File: src/rtl/seg_capture_decoder.sv
// Recovers hex nibbles from a multiplexed active-low 7-segment bus and presents
// the assembled NUM_DIGITS-nibble word on a valid/ready handshake.
module seg_capture_decoder #(
   parameter int NUM_DIGITS    = 4,
   parameter int STABLE_CYCLES = 4
) (
   input  logic                    clk,
   input  logic                    reset,
   input  logic [6:0]              seg_n,
   input  logic [NUM_DIGITS-1:0]   digit_sel,
   output logic [4*NUM_DIGITS-1:0] out_value,
   output logic                    out_error,
   output logic                    out_valid,
   input  logic                    out_ready
);

   localparam int CW = $clog2(STABLE_CYCLES + 1);
   localparam int SW = NUM_DIGITS + 7;
   localparam logic [CW-1:0] CNT_MAX = CW'(STABLE_CYCLES);
   localparam logic [CW-1:0] CNT_CAP = CW'(STABLE_CYCLES - 1);

   typedef enum logic [0:0] {COLLECT = 1'b0, HOLD = 1'b1} state_t;

   // Returns {err, nibble}; unknown patterns (including blank) decode as 0 with err set.
   function automatic logic [4:0] decode_seg(input logic [6:0] pat);
      case (pat)
         7'h40:   decode_seg = 5'h00;
         7'h79:   decode_seg = 5'h01;
         7'h24:   decode_seg = 5'h02;
         7'h30:   decode_seg = 5'h03;
         7'h19:   decode_seg = 5'h04;
         7'h12:   decode_seg = 5'h05;
         7'h02:   decode_seg = 5'h06;
         7'h78:   decode_seg = 5'h07;
         7'h00:   decode_seg = 5'h08;
         7'h10:   decode_seg = 5'h09;
         7'h08:   decode_seg = 5'h0A;
         7'h03:   decode_seg = 5'h0B;
         7'h46:   decode_seg = 5'h0C;
         7'h21:   decode_seg = 5'h0D;
         7'h06:   decode_seg = 5'h0E;
         7'h0E:   decode_seg = 5'h0F;
         default: decode_seg = 5'h10;
      endcase
   endfunction

   state_t                    state_r;
   logic [SW-1:0]             s_q_r;
   logic [CW-1:0]             cnt_r;
   logic [4*NUM_DIGITS-1:0]   slot_val_r;
   logic [NUM_DIGITS-1:0]     slot_err_r;
   logic [NUM_DIGITS-1:0]     captured_r;

   logic [SW-1:0]             cur_s;
   logic                      onehot_s;
   logic                      match_s;
   logic                      cap_s;
   logic [4:0]                dec_s;
   logic [4*NUM_DIGITS-1:0]   next_val_s;
   logic [NUM_DIGITS-1:0]     next_err_s;
   logic [NUM_DIGITS-1:0]     next_got_s;
   logic                      all_s;

   // Stability match, capture strobe and the slot contents as they would look after a capture.
   always_comb begin
      cur_s    = {digit_sel, seg_n};
      onehot_s = ($countones(digit_sel) == 32'd1);
      match_s  = onehot_s && (cur_s == s_q_r);
      cap_s    = match_s && (cnt_r == CNT_CAP);
      dec_s    = decode_seg(seg_n);
      next_val_s = slot_val_r;
      next_err_s = slot_err_r;
      next_got_s = captured_r;
      for (int i = 0; i < NUM_DIGITS; i++) begin
         next_val_s[4*i +: 4] = (cap_s && digit_sel[i]) ? dec_s[3:0] : slot_val_r[4*i +: 4];
         next_err_s[i]        = (cap_s && digit_sel[i]) ? dec_s[4]   : slot_err_r[i];
         next_got_s[i]        = (cap_s && digit_sel[i]) ? 1'b1       : captured_r[i];
      end
      all_s = &next_got_s;
   end

   // Filter registers, slot storage and the COLLECT/HOLD handshake state machine.
   always_ff @(posedge clk) begin
      if (reset) begin
         state_r    <= COLLECT;
         s_q_r      <= '0;
         cnt_r      <= '0;
         slot_val_r <= '0;
         slot_err_r <= '0;
         captured_r <= '0;
         out_value  <= '0;
         out_error  <= 1'b0;
         out_valid  <= 1'b0;
      end else begin
         s_q_r <= cur_s;
         cnt_r <= match_s ? ((cnt_r == CNT_MAX) ? CNT_MAX : cnt_r + 1'b1) : '0;
         case (state_r)
            COLLECT: begin
               slot_val_r <= next_val_s;
               slot_err_r <= next_err_s;
               captured_r <= next_got_s;
               if (all_s) begin
                  state_r   <= HOLD;
                  out_valid <= 1'b1;
                  out_value <= next_val_s;
                  out_error <= |next_err_s;
               end else begin
                  state_r   <= COLLECT;
               end
            end
            HOLD: begin
               // Slot values are kept; only the flags restart so a fresh word must be fully re-captured.
               if (out_ready) begin
                  captured_r <= '0;
                  slot_err_r <= '0;
                  out_valid  <= 1'b0;
                  state_r    <= COLLECT;
               end else begin
                  state_r    <= HOLD;
               end
            end
            default: begin
               state_r   <= COLLECT;
               out_valid <= 1'b0;
            end
         endcase
      end
   end

endmodule

File: config.mk
export PLATFORM = sky130hd
export DESIGN_NAME = seg_capture_decoder
export DESIGN_NICKNAME = d
export VERILOG_FILES = /design/src/rtl/seg_capture_decoder.sv
export SDC_FILE = /design/constraint.sdc
export NUM_CORES = 1
export LEC_CHECK = 0
export CAP_MARGIN = 20
export CORE_ASPECT_RATIO = 1.75
export CORE_UTILIZATION = 36
export CTS_CLUSTER_DIAMETER = 60
export DETAILED_ROUTE_END_ITERATION = 8
export GPL_TIMING_DRIVEN = 0
export PLACE_DENSITY_LB_ADDON = 0.15
export SLEW_MARGIN = 20
export SYNTH_ARGS = -nofsm -noshare
export SYNTH_HDL_FRONTEND = slang
export SYNTH_SLANG_ARGS = --single-unit
File: constraint.sdc
create_clock -name clk -period 3 [get_ports clk]
set_input_delay 0.3 -clock clk [delete_from_list [all_inputs] [get_ports clk]]
set_output_delay 0.3 -clock clk [all_outputs]
set_load 0.1 [all_outputs]
# --- Yosys cells after proc, flatten, opt, wreduce, memory -nomap -nowiden ---
# Cells that the tools add are included.
totals:
  regBits: 57
  latchBits: 0
  mem_bits_rw: 0
  rom_bits: 0
  input_bits: 14
  out_inout_bits: 18
  wordCells: 73
  memories: 0
classes:
  n_addsub: 4
  n_mul: 0
  n_div: 0
  magnitude_cmp: 0
  eq_ne: 21
  shift: 0
  muxes: 23
  n_bitwise: 2
  reduce_logical: 13
ops:
  columns: ["op", "count"]
  rows:
  - ["$pmux 5 s16", 1]
  - ["$eq 7x7->1 const B", 4]
  - ["$eq 7x5->1 const B", 3]
  - ["$eq 7x6->1 const B", 3]
  - ["$mux 4", 5]
  - ["$pmux 4 s2", 2]
  - ["$eq 7x2->1 const B", 2]
  - ["$eq 7x4->1 const B", 2]
  - ["$mux 1", 12]
  - ["$eq 11x11->1", 1]
  - ["$eq 7x3->1 const B", 1]
  - ["$logic_not 7->1", 1]
  - ["$logic_and 1x1->1", 6]
  - ["$reduce_and 5->1", 1]
  - ["$add 1x1->2", 2]
  - ["$ne 2x2->1 const B", 2]
  - ["$pmux 1 s2", 2]
  - ["$reduce_and 4->1", 1]
  - ["$reduce_or 4->1", 1]
  - ["$add 2x2->3", 1]
  - ["$add 3x1->3 const B", 1]
  - ["$eq 3x1->1 const B", 1]
  - ["$eq 3x2->1 const B", 1]
  - ["$eq 3x3->1 const B", 1]
  - ["other kinds (5)", 6]

# --- Logic depth before layout (Yosys ltp) ---
# Gate-level depths: netlist of run 1.
depth:
  ltp_word: 10
  depth_mapped: 12
  depth_no_buf: 11

# --- Worst setup path after synthesis of run 1 ---
# Ideal clock, no wire load.
synth_path:
  kind: "input-to-reg"
  startpoint: "input port digit_sel[0]"
  endpoint: "register out_value[9]"
  setup_time_ns: 0.080
  t_arrival_ns: 3.056
  t_required_ns: 2.920
  setup_slack_ns: -0.136
  path_stages: 12
  n_path_buf: 1
  cell_sequence: "inv_1 -> fa_1 -> inv_1 -> ha_1 -> ha_1 -> or3b_4 -> nor4_4 -> nand4_2 -> a21oi_4 -> buf_4 -> a21oi_1 -> a211oi_2"
synth_via:
  elab_chain_cells: 8
  elab_cells_between_ends: 16
  cone_classes: "add/sub (2); eq/ne (2); mux (5); reduce/logical (7)"
synth_rtl:
  columns: ["item", "line_no", "text"]
  rows:
  - ["start: declaration", "10", "input logic [NUM_DIGITS-1:0] digit_sel,"]
  - ["$add 1x1->2 (implied by the code)", "67", "onehot_s = ($countones(digit_sel) == 32'd1);"]
  - ["$add 2x2->3 (implied by the code)", "67", null]
  - ["$eq 3x1->1", "67", null]
  - ["$logic_and 1x1->1", "68", "match_s = onehot_s && (cur_s == s_q_r);"]
  - ["$logic_and 1x1->1", "69", "cap_s = match_s && (cnt_r == CNT_CAP);"]
  - ["$logic_and 1x1->1, on equally long branches", "77, 75", null]
  - ["$mux 1", "77", "next_got_s[i] = (cap_s && digit_sel[i]) ? 1'b1 : captured_r[i];"]
  - ["$reduce_and 5->1 (no line)", null, null]
  - ["end signal: assignment", "105", "out_value <= next_val_s;"]
  - ["end: declaration", "11", "output logic [4*NUM_DIGITS-1:0] out_value,"]
# Parallel ways exist; a longest one is shown, timed or not.
# A chain may end at the register's enable or synchronous reset.

# --- Worst setup path after layout of run 1 ---
layout_path:
  startpoint: "input port digit_sel[3]"
  endpoint: "register out_value[4]"
# The elaborated chain is that of the path after synthesis.

==> metrics.md, run 1 <==
| Metric | Value |
|---|---|
| Ant diodes | `0` |
| Setup Viol. Count Final | `0` |
| Clock network power share | `0.533` |
| Most frequent cell after synthesis | `dfxtp_1` |
| Yosys synthesis warning count | `0` |
| Net Sw Power | `0.444 mW` |
| Setup CP Type | `in2reg` |
| Arr. time, crit path | `3090 ps` |
| Sw frac | `0.222` |
| Sequential power share | `0.385` |
| Via count | `2725` |
| Placed instance count | `466` |
| GPL Wtd Cong | `0.902` |
| CTS tree | `done` |
| Worst slew margin | `0.350` |
| Worst setup margin | `116 ps` |
| Chip width | `71.3 um` |
| CTS H-tree lvls | `3` |
| Bufs on Longest Clock Path | `2` |
| CP max-delay cell | `fa_1` |
| Tot Pwr | `2.00 mW` |
| First-pass GRT wire length | `13300 um` |
| Least-Margin Pin Slew | `972 ps` |
| VDD IR max | `0.375 mV` |
| Setup tns final | `0 ps` |
| Area Overhead vs Synth | `30.8%` |
| Lkg Pwr | `1.43 nW` |
| Cell count after synthesis | `347` |
| Yosys reg bits | `57` |
| Final Non-Filler Cells | `490` |
| Detail Route Antenna Nets | `0` |
| Wirelength per Cell | `16.8 um` |
| Post-DP HPWL | `5880 um` |
| Comb pwr share | `0.082` |
| CTS buffer count | `9` |
| Tmin final | `2880 ps` |
| Simple-gate share of the synthesized area | `0.240` |
| Outcome | `complete, but fails checks` |
| Core Area | `0.00802 sq mm` |
| CP Max Fanout | `6` |
| Main combinational cell family by area after synthesis | `simple AND/OR/NAND/NOR gates` |
| Initial antenna violation count | `0` |
| Failing checks | `DRC` |
| Top cells by count, synth | `dfxtp_1, a21oi_1, o21ai_0, nand2_1, nor2_1` |
| Vias in the first global route | `2581` |
| Area leader, netlist | `dfxtp_1` |
| Synth unique cells | `58` |
| RSZ-0062 raised after global routing | `no` |
| Post-synth ARST share | `0` |
| Post-synthesis area per instance | `8.71 sq um` |
| Clk sinks | `57` |
| Hold Crit Class | `in2reg` |
| Synth top area share | `0.377` |
| Fin. Hold Viols | `0` |
| Placed Area | `0.00346 sq mm` |
| Cell area after synthesis | `0.00302 sq mm` |
| Nets | `416` |
| Design area | `0.00395 sq mm` |
| Gr ovfl total | `0` |
| Startpoint class of the critical path | `input port` |
| Via density | `5.56` |
| Sequential share of the synthesized area | `0.377` |
| Starting Density | `0.377` |
| Die ar. | `0.00878 sq mm` |
| Worst EP required | `3210 ps` |
| Number of synthesized flops with an enable pin | `0` |
| XOR/XNOR Fraction of Synth Area | `0.0406` |
| PD cells | `506 mW/mm^2` |
| Worst stage delay on the critical path | `470 ps` |
| Internal Power | `1.55 mW` |
| Tcrit/Tclk final | `0.961` |
| Synth Area in Compound Gates | `0.196` |
| Mux contribution to synthesized area | `0.0700` |
| Layout cells sized above 1 | `0.183` |
| Ys flop type | `dfxtp_1` |
| Crit-path cells | `buf_4 -> inv_4 -> fa_1 -> inv_1 -> ha_2 -> ha_4 -> or3b_4 -> nor4_4 -> buf_6 -> nand4_1 -> buf_6 -> a22o_4 -> nor2_4 -> o22ai_2` |
| DRT Wirelength | `8250 um` |
| DRT Pass-1 Iters | `6` |
| Rows | `43` |
| Dominant cells by area after synthesis | `dfxtp_1, a21oi_1, o21ai_0` |
| Input/output buffers | `29` |
| Initial DRC count | `167` |
| Fin. max-slew vios | `0` |
| Max Clk Rate | `347 MHz` |
| IO Pins | `32` |
| Post-CTS Hold Buffers | `0` |
| Setup Slack @ Placement | `-1140 ps` |
| Adder-Cell Fraction of Synth Area | `0.0273` |
| GR Util All Layers | `0.204` |
| Worst setup EP type | `register` |
| DRC | `3` |
| Largest net degree at the start of global routing | `11` |
| Max-cap viol count | `0` |
| Cell mode on critical path | `buf_6` |
| Clock transition at the registers of the reported paths | `50 ps` |
| CTS root buf | `clkbuf_16` |
| Worst-Skew Late Latency | `330 ps` |
| Setup Skew | `5.88 ps` |
| Post-Syn Nets | `367` |
| Die Ht | `123 um` |
worst paths after layout:
kind                          start                        end  slack (ps)  depth (start not counted)
min                    digit_sel[1]        s_q_r[8]$_SDFF_PP0_         200                          3
max                    digit_sel[3]  out_value[4]$_SDFFE_PP0P_         120                         14
min reg2reg  out_valid$_SDFFE_PP0P_     out_valid$_SDFFE_PP0P_         450                          2
max reg2reg     s_q_r[6]$_SDFF_PP0_  out_value[4]$_SDFFE_PP0P_         710                          7
per-stage QoR:
step	hold slack, ps	util
after floorplan	427	-
after global placement	438	0.432
after detailed placement	454	0.432
after CTS	230	0.484
after global routing	201	0.493
final	201	0.493
final cells by class:
cell class / count / area (sq um)
well taps: 90 / 113
multi-input cells: 256 / 1840
clock inverters: 2 / 35.0
fillers: 801 / 4060
flip-flops and latches: 57 / 1140
clock buffers: 13 / 280
repair buffers: 37 / 387
plain buffers: 21 / 98.8
inverters: 14 / 57.6
cells by family (layout without fill, tap and decap cells):
| family | after synthesis | after routing |
|---|---|---|
| AO/OA/AOI/OAI | 99 | 100 |
| AND/OR/NAND/NOR | 115 | 116 |
| XOR/XNOR | 14 | 14 |
| multiplexers | 20 | 20 |
| flip-flops | 57 | 57 |
| adder cells (fa/ha/maj) | 6 | 6 |
| buffers and inverters | 36 | 87 |
state kept, by name, indices dropped and copies added, names as in the netlist:
signal and count:
out_value 16, slot_val_r 16, s_q_r 11, captured_r 4, slot_err_r 4, cnt_r 3, out_error 1, out_valid 1
state_r 1
cell usage in the layout (no fill, tap or decap), types with 11 or more instances in the layout:
cell	n
dfxtp_1	57
a21oi_1	45
inv_1	11
nand2_1	24
nand3_1	13
clkdlybuf4s50_1	25
mux2i_1	11
xor2_1	12
clkbuf_1	14
o21ai_0	25
nor2_1	17
per-layer routing:
metal,share of wire,routed length (um),track usage,up-vias
li1,-,-,-,1356
met5,0,0,0,-
met3,0.030,246,0.0546,31
met1,0.40,3270,0.208,1275
met4,0.050,416,0.116,0
met2,0.52,4310,0.369,63
power groups by stage:
stage	registers [mW]	logic, mW	clock network, mW
floorplan	0.784	0.100	0
global placement	0.784	0.153	0
detailed placement	0.785	0.155	0
CTS	0.769	0.157	1.09
global route	0.769	0.179	1.13
finish	0.770	0.163	1.07
worst max-delay path: cells and delay by family:
kind | cells | cell delay, ps
AOI/OAI and AO/OA | 2 | 380
adders and majority gates | 3 | 850
buffers and inverters | 5 | 590
and+or+nand+nor | 4 | 940
timing repair:
item / 4_1_cts / 5_1_grt
setup buffers: 6 / 2
gates resized for setup: 27 / 18
endpoints found under the setup margin: 43 / 23
gates cloned: 2 / 0
pin swaps: 6 / 8
Note: power is estimated with default switching activity, not from simulation.
==> run 2, diff against run 1 <==
- RECOVER_POWER: unset -> 50
==> metrics.md, run 2 (same netlist as run 1, synthesis figures left out) <==
| Metric | Value |
|---|---|
| Rows | `43` |
| Initial DRC count | `174` |
| Outcome | `complete, but fails checks` |
| Nets | `416` |
| Post-CTS Hold Buffers | `0` |
| Arr. time, crit path | `3090 ps` |
| Fin. max-slew vios | `0` |
| Bufs on Longest Clock Path | `2` |
| PD cells | `506 mW/mm^2` |
| Max-cap viol count | `0` |
| Crit-path cells | `buf_4 -> inv_4 -> fa_1 -> inv_1 -> ha_2 -> ha_4 -> or3b_4 -> nor4_4 -> buf_6 -> nand4_1 -> buf_6 -> a22o_4 -> nor2_4 -> o22ai_2` |
| CP max-delay cell | `fa_1` |
| Chip width | `71.3 um` |
| Tot Pwr | `2.00 mW` |
| Worst stage delay on the critical path | `470 ps` |
| Largest registers | `out_value x16, slot_val_r x16, s_q_r x11` |
| Post-DP HPWL | `5880 um` |
| CTS buffer count | `9` |
| Worst setup EP type | `register` |
| Ant diodes | `0` |
| CTS H-tree lvls | `3` |
| Vias in the first global route | `2581` |
| R2R Path End | `out_value[4]$_SDFFE_PP0P_` |
| DRT Wirelength | `8260 um` |
| Placed Area | `0.00346 sq mm` |
| Initial antenna violation count | `0` |
| Input/output buffers | `29` |
| Via density | `5.55` |
| Area occupied by registers | `0.00114 sq mm` |
| GPL Wtd Cong | `0.902` |
| Startpoint class of the critical path | `input port` |
| Area of the multi-input gates | `0.00184 sq mm` |
| Cell mode on critical path | `buf_6` |
| Failing checks | `DRC` |
| Max Clk Rate | `347 MHz` |
| Hold EP | `s_q_r[8]$_SDFF_PP0_` |
| Setup Viol. Count Final | `0` |
| Worst R2R Path Depth | `7` |
| Worst slew margin | `0.343` |
| RSZ-0062 raised after global routing | `no` |
| DRT Pass-1 Iters | `8` |
| Die ar. | `0.00878 sq mm` |
| Worst-Skew Late Latency | `330 ps` |
| Clock transition at the registers of the reported paths | `50 ps` |
| Tcrit/Tclk final | `0.962` |
| Design area | `0.00395 sq mm` |
| Fin. Hold Viols | `0` |
| Detail Route Antenna Nets | `0` |
| Layout cells sized above 1 | `0.180` |
| Clk sinks | `57` |
| Worst setup margin | `115 ps` |
| Setup Slack @ Placement | `-1140 ps` |
| Largest net degree at the start of global routing | `11` |
| Flop-to-flop setup slack | `710 ps` |
| VDD IR max | `0.375 mV` |
| Die Ht | `123 um` |
| CTS root buf | `clkbuf_16` |
| CP Max Fanout | `6` |
| Worst hold path startpoint | `digit_sel[1]` |
| Setup Skew | `6.46 ps` |
| Commonest non-fill, non-tap cells in the layout | `dfxtp_1, a21oi_1, o21ai_0, nand2_1, dlygate4sd3_1` |
| Crit Reg-Reg Startpoint | `s_q_r[6]$_SDFF_PP0_` |
| IO Pins | `32` |
| Starting Density | `0.377` |
| GR Util All Layers | `0.204` |
| Via count | `2721` |
| CTS tree | `done` |
| Tmin final | `2890 ps` |
| GRT met2 Usage | `0.369` |
| Worst EP required | `3210 ps` |
| Met1 usage | `0.208` |
| Setup CP Type | `in2reg` |
| Hold_ws | `202 ps` |
| Area Overhead vs Synth | `30.7%` |
| Hold Path Depth | `3` |
| DRC | `3` |
| Core Area | `0.00802 sq mm` |
| First-pass GRT wire length | `13300 um` |
| Grt met3 use | `0.0546` |
| Lkg Pwr | `1.49 nW` |
| Hold Crit Class | `in2reg` |
| Fillers | `802` |
| Wirelength per Cell | `16.9 um` |
| Gr ovfl total | `0` |
| Leading cell type in the layout, fill and taps excluded | `dfxtp_1` |
| GR peak layer | `met2` |
| Least-Margin Pin Slew | `982 ps` |
[run 2: cell count changes in the layout (fill, tap and decap cells not counted)]
| cell | delta |
|---|---|
| clkbuf_1 | +1 |
| dlygate4sd3_1 | +21 |
| buf_2 | -1 |
| clkdlybuf4s50_1 | -21 |
[run 2: report_power, final]
group | total (mW) | leakage, nW | switching (mW) | internal, mW
registers | 0.770 | 0.462 | 0.00311 | 0.766
clock network | 1.07 | 0.158 | 0.340 | 0.726
logic | 0.162 | 0.870 | 0.101 | 0.0614
[run 2: routing by layer]
| layer | share of wire | wire length, um | vias up |
|---|---|---|---|
| li1 | - | - | 1356 |
| met1 | 0.40 | 3300 | 1276 |
| met2 | 0.52 | 4330 | 60 |
| met3 | 0.028 | 230 | 29 |
| met4 | 0.048 | 399 | 0 |
| met5 | 0 | 0 | - |
[run 2: worst max-delay path by stage]
stage | from | end | cells past startpoint
after floorplan | digit_sel[0] | out_value[9]$_SDFFE_PP0P_ | 12
after global placement | digit_sel[0] | slot_val_r[1]$_SDFFE_PP0N_ | 12
after detailed placement | digit_sel[1] | out_value[9]$_SDFFE_PP0P_ | 13
after CTS | digit_sel[1] | out_value[9]$_SDFFE_PP0P_ | 14
after global routing | digit_sel[3] | out_value[2]$_SDFFE_PP0P_ | 14
final | digit_sel[3] | out_value[4]$_SDFFE_PP0P_ | 14
[run 2: final cells by class]
class / count / share of cell area
Clock inverter: 2 / 0.00887
Multi-Input combinational cell: 256 / 0.466
Timing Repair Buffer: 37 / 0.0978
Tap cell: 90 / 0.0285
Buffer: 21 / 0.0247
Clock buffer: 13 / 0.0709
Sequential cell: 57 / 0.289
Inverter: 14 / 0.0146
[run 2: critical path: cells and delay by family]
kind / cells / cell delay [ps]
and+or+nand+nor: 4 / 940
adders and majority gates: 3 / 850
buffers and inverters: 5 / 590
AOI/OAI and AO/OA: 2 / 380
[run 2: repair_timing]
action,4_1_cts,5_1_grt
pin swaps,6,8
hold endpoints to repair,0,0
resized for setup,27,18
buffers inserted,6,2
cloned,2,0
endpoints found under the setup margin,43,23
[run 2: stage by stage]
step / std cells / util / TNS, ps
floorplan: 347 / - / -53.9
global placement: 466 / 0.432 / -41610
detailed placement: 466 / 0.432 / -42970
CTS: 488 / 0.484 / 0
global route: 490 / 0.493 / 0
finish: 490 / 0.493 / 0
==> run 3, diff against run 2 <==
- SETUP_SLACK_MARGIN: unset -> 0.3
==> metrics.md, run 3 (same netlist as run 1, synthesis figures left out) <==
| Metric | Value |
|---|---|
| Initial DRC count | `140` |
| Fillers | `709` |
| CTS tree | `done` |
| Post-CTS Hold Buffers | `0` |
| Worst EP required | `3240 ps` |
| DRT Pass-1 Iters | `6` |
| Hold_ws | `195 ps` |
| Nets | `443` |
| Via count | `2908` |
| Tmin final | `2940 ps` |
| Setup Viol. Count Final | `0` |
| Chip width | `71.3 um` |
| Flop-to-flop setup slack | `590 ps` |
| Leading cell type in the layout, fill and taps excluded | `dfxtp_1` |
| Lkg Pwr | `1.67 nW` |
| DRC | `4` |
| Wirelength per Cell | `18.1 um` |
| Worst setup EP type | `register` |
| IO Pins | `32` |
| Failing checks | `DRC` |
| Clk sinks | `57` |
| DRT Wirelength | `9360 um` |
| Outcome | `complete, but fails checks` |
| Max-cap viol count | `0` |
| Setup CP Type | `in2reg` |
| Layout cells sized above 1 | `0.344` |
| Worst setup margin | `56.9 ps` |
| Setup Skew | `5.49 ps` |
| Commonest non-fill, non-tap cells in the layout | `dfxtp_1, a21oi_1, a21oi_2, nand2_1, dlygate4sd3_1` |
| Post-DP HPWL | `5950 um` |
| Worst slew margin | `0.344` |
| PD cells | `425 mW/mm^2` |
| Area Overhead vs Synth | `48.8%` |
| Startpoint class of the critical path | `input port` |
| Least-Margin Pin Slew | `981 ps` |
| GPL Wtd Cong | `0.827` |
| Max Clk Rate | `340 MHz` |
| VDD IR max | `0.269 mV` |
| Clock transition at the registers of the reported paths | `50 ps` |
| Largest net degree at the start of global routing | `11` |
| Via density | `5.62` |
| Initial antenna violation count | `0` |
| Die Ht | `123 um` |
| CTS H-tree lvls | `3` |
| Bufs on Longest Clock Path | `2` |
| RSZ-0062 raised after global routing | `yes` |
| Hold Crit Class | `in2reg` |
| Core Area | `0.00802 sq mm` |
| CP Max Fanout | `6` |
| Setup Slack @ Placement | `-1280 ps` |
| Fin. Hold Viols | `0` |
| Detail Route Antenna Nets | `0` |
| Worst-Skew Late Latency | `330 ps` |
| CTS root buf | `clkbuf_16` |
| Rows | `43` |
| Die ar. | `0.00878 sq mm` |
| First-pass GRT wire length | `13800 um` |
| Fin. max-slew vios | `0` |
| Tcrit/Tclk final | `0.981` |
| Arr. time, crit path | `3180 ps` |
| Ant diodes | `0` |
| Largest registers | `out_value x16, slot_val_r x16, s_q_r x11` |
| Vias in the first global route | `2797` |
| Starting Density | `0.377` |
| Input/output buffers | `29` |
| Gr ovfl total | `0` |
| GR Util All Layers | `0.211` |
| CTS buffer count | `9` |
[run 3: final timing paths]
path,cells past startpoint,to,from
worst min register to register,1,cnt_r[0]$_SDFF_PP0_,cnt_r[0]$_SDFF_PP0_
worst max-delay path,16,out_error$_SDFFE_PP0P_,digit_sel[3]
worst min-delay path,3,s_q_r[7]$_SDFF_PP0_,digit_sel[0]
worst max register to register,9,out_error$_SDFFE_PP0P_,s_q_r[6]$_SDFF_PP0_
[run 3: worst max-delay path, cell delays in order]
cell and delay, ps:
buf_8 90, inv_6 30, fa_1 530, inv_1 50, ha_2 170, ha_4 200, or3b_4 420, nor4_4 160
buf_6 170, nand4_1 160, buf_4 220, a22oi_2 140, buf_6 160, buf_4 110, a21oi_2 40, a311oi_1 220
[run 3: power breakdown]
part	internal (mW)	switching [mW]	total, mW
Sequential	0.766	0.00301	0.769
Clock	0.620	0.351	0.971
Combinational	0.0662	0.107	0.174
Total	1.45	0.461	1.91
[run 3: timing repair]
item | in CTS | in global routing
endpoints found under the setup margin | 45 | 42
gates cloned | 2 | 2
gates resized for setup | 45 | 85
setup buffers | 19 | 13
pin swaps | 9 | 28
[run 3: cell type report]
cell class	count	area, sq um	area share
buffer	22	121	0.0270
clock buffer	13	270	0.0601
clock inverter	2	12.5	0.00278
inverter	14	65.1	0.0145
multi-input combinational	256	2130	0.473
sequential	57	1140	0.254
tap	90	113	0.0250
timing repair buffer	63	649	0.144
[run 3: per-layer routing]
layer	share of wire	wire (um)	global-route usage
met1	0.38	3550	0.212
met5	0	0	0
met2	0.56	5200	0.396
met4	0.037	344	0.130
met3	0.028	264	0.0367
[run 3: per-stage QoR]
step           TNS [ps]  total power [mW]  cells   util  instance area (sq um)
3_3_place_gp     -42270             0.939    466  0.438                   3510
6_report              0              1.91    517  0.561                   4500
5_1_grt            -601              1.97    517  0.561                   4500
3_5_place_dp     -43230             0.941    466  0.438                   3510
2_1_floorplan     -52.8             0.885    347      -                   3110
4_1_cts               0              1.91    502  0.506                   4060
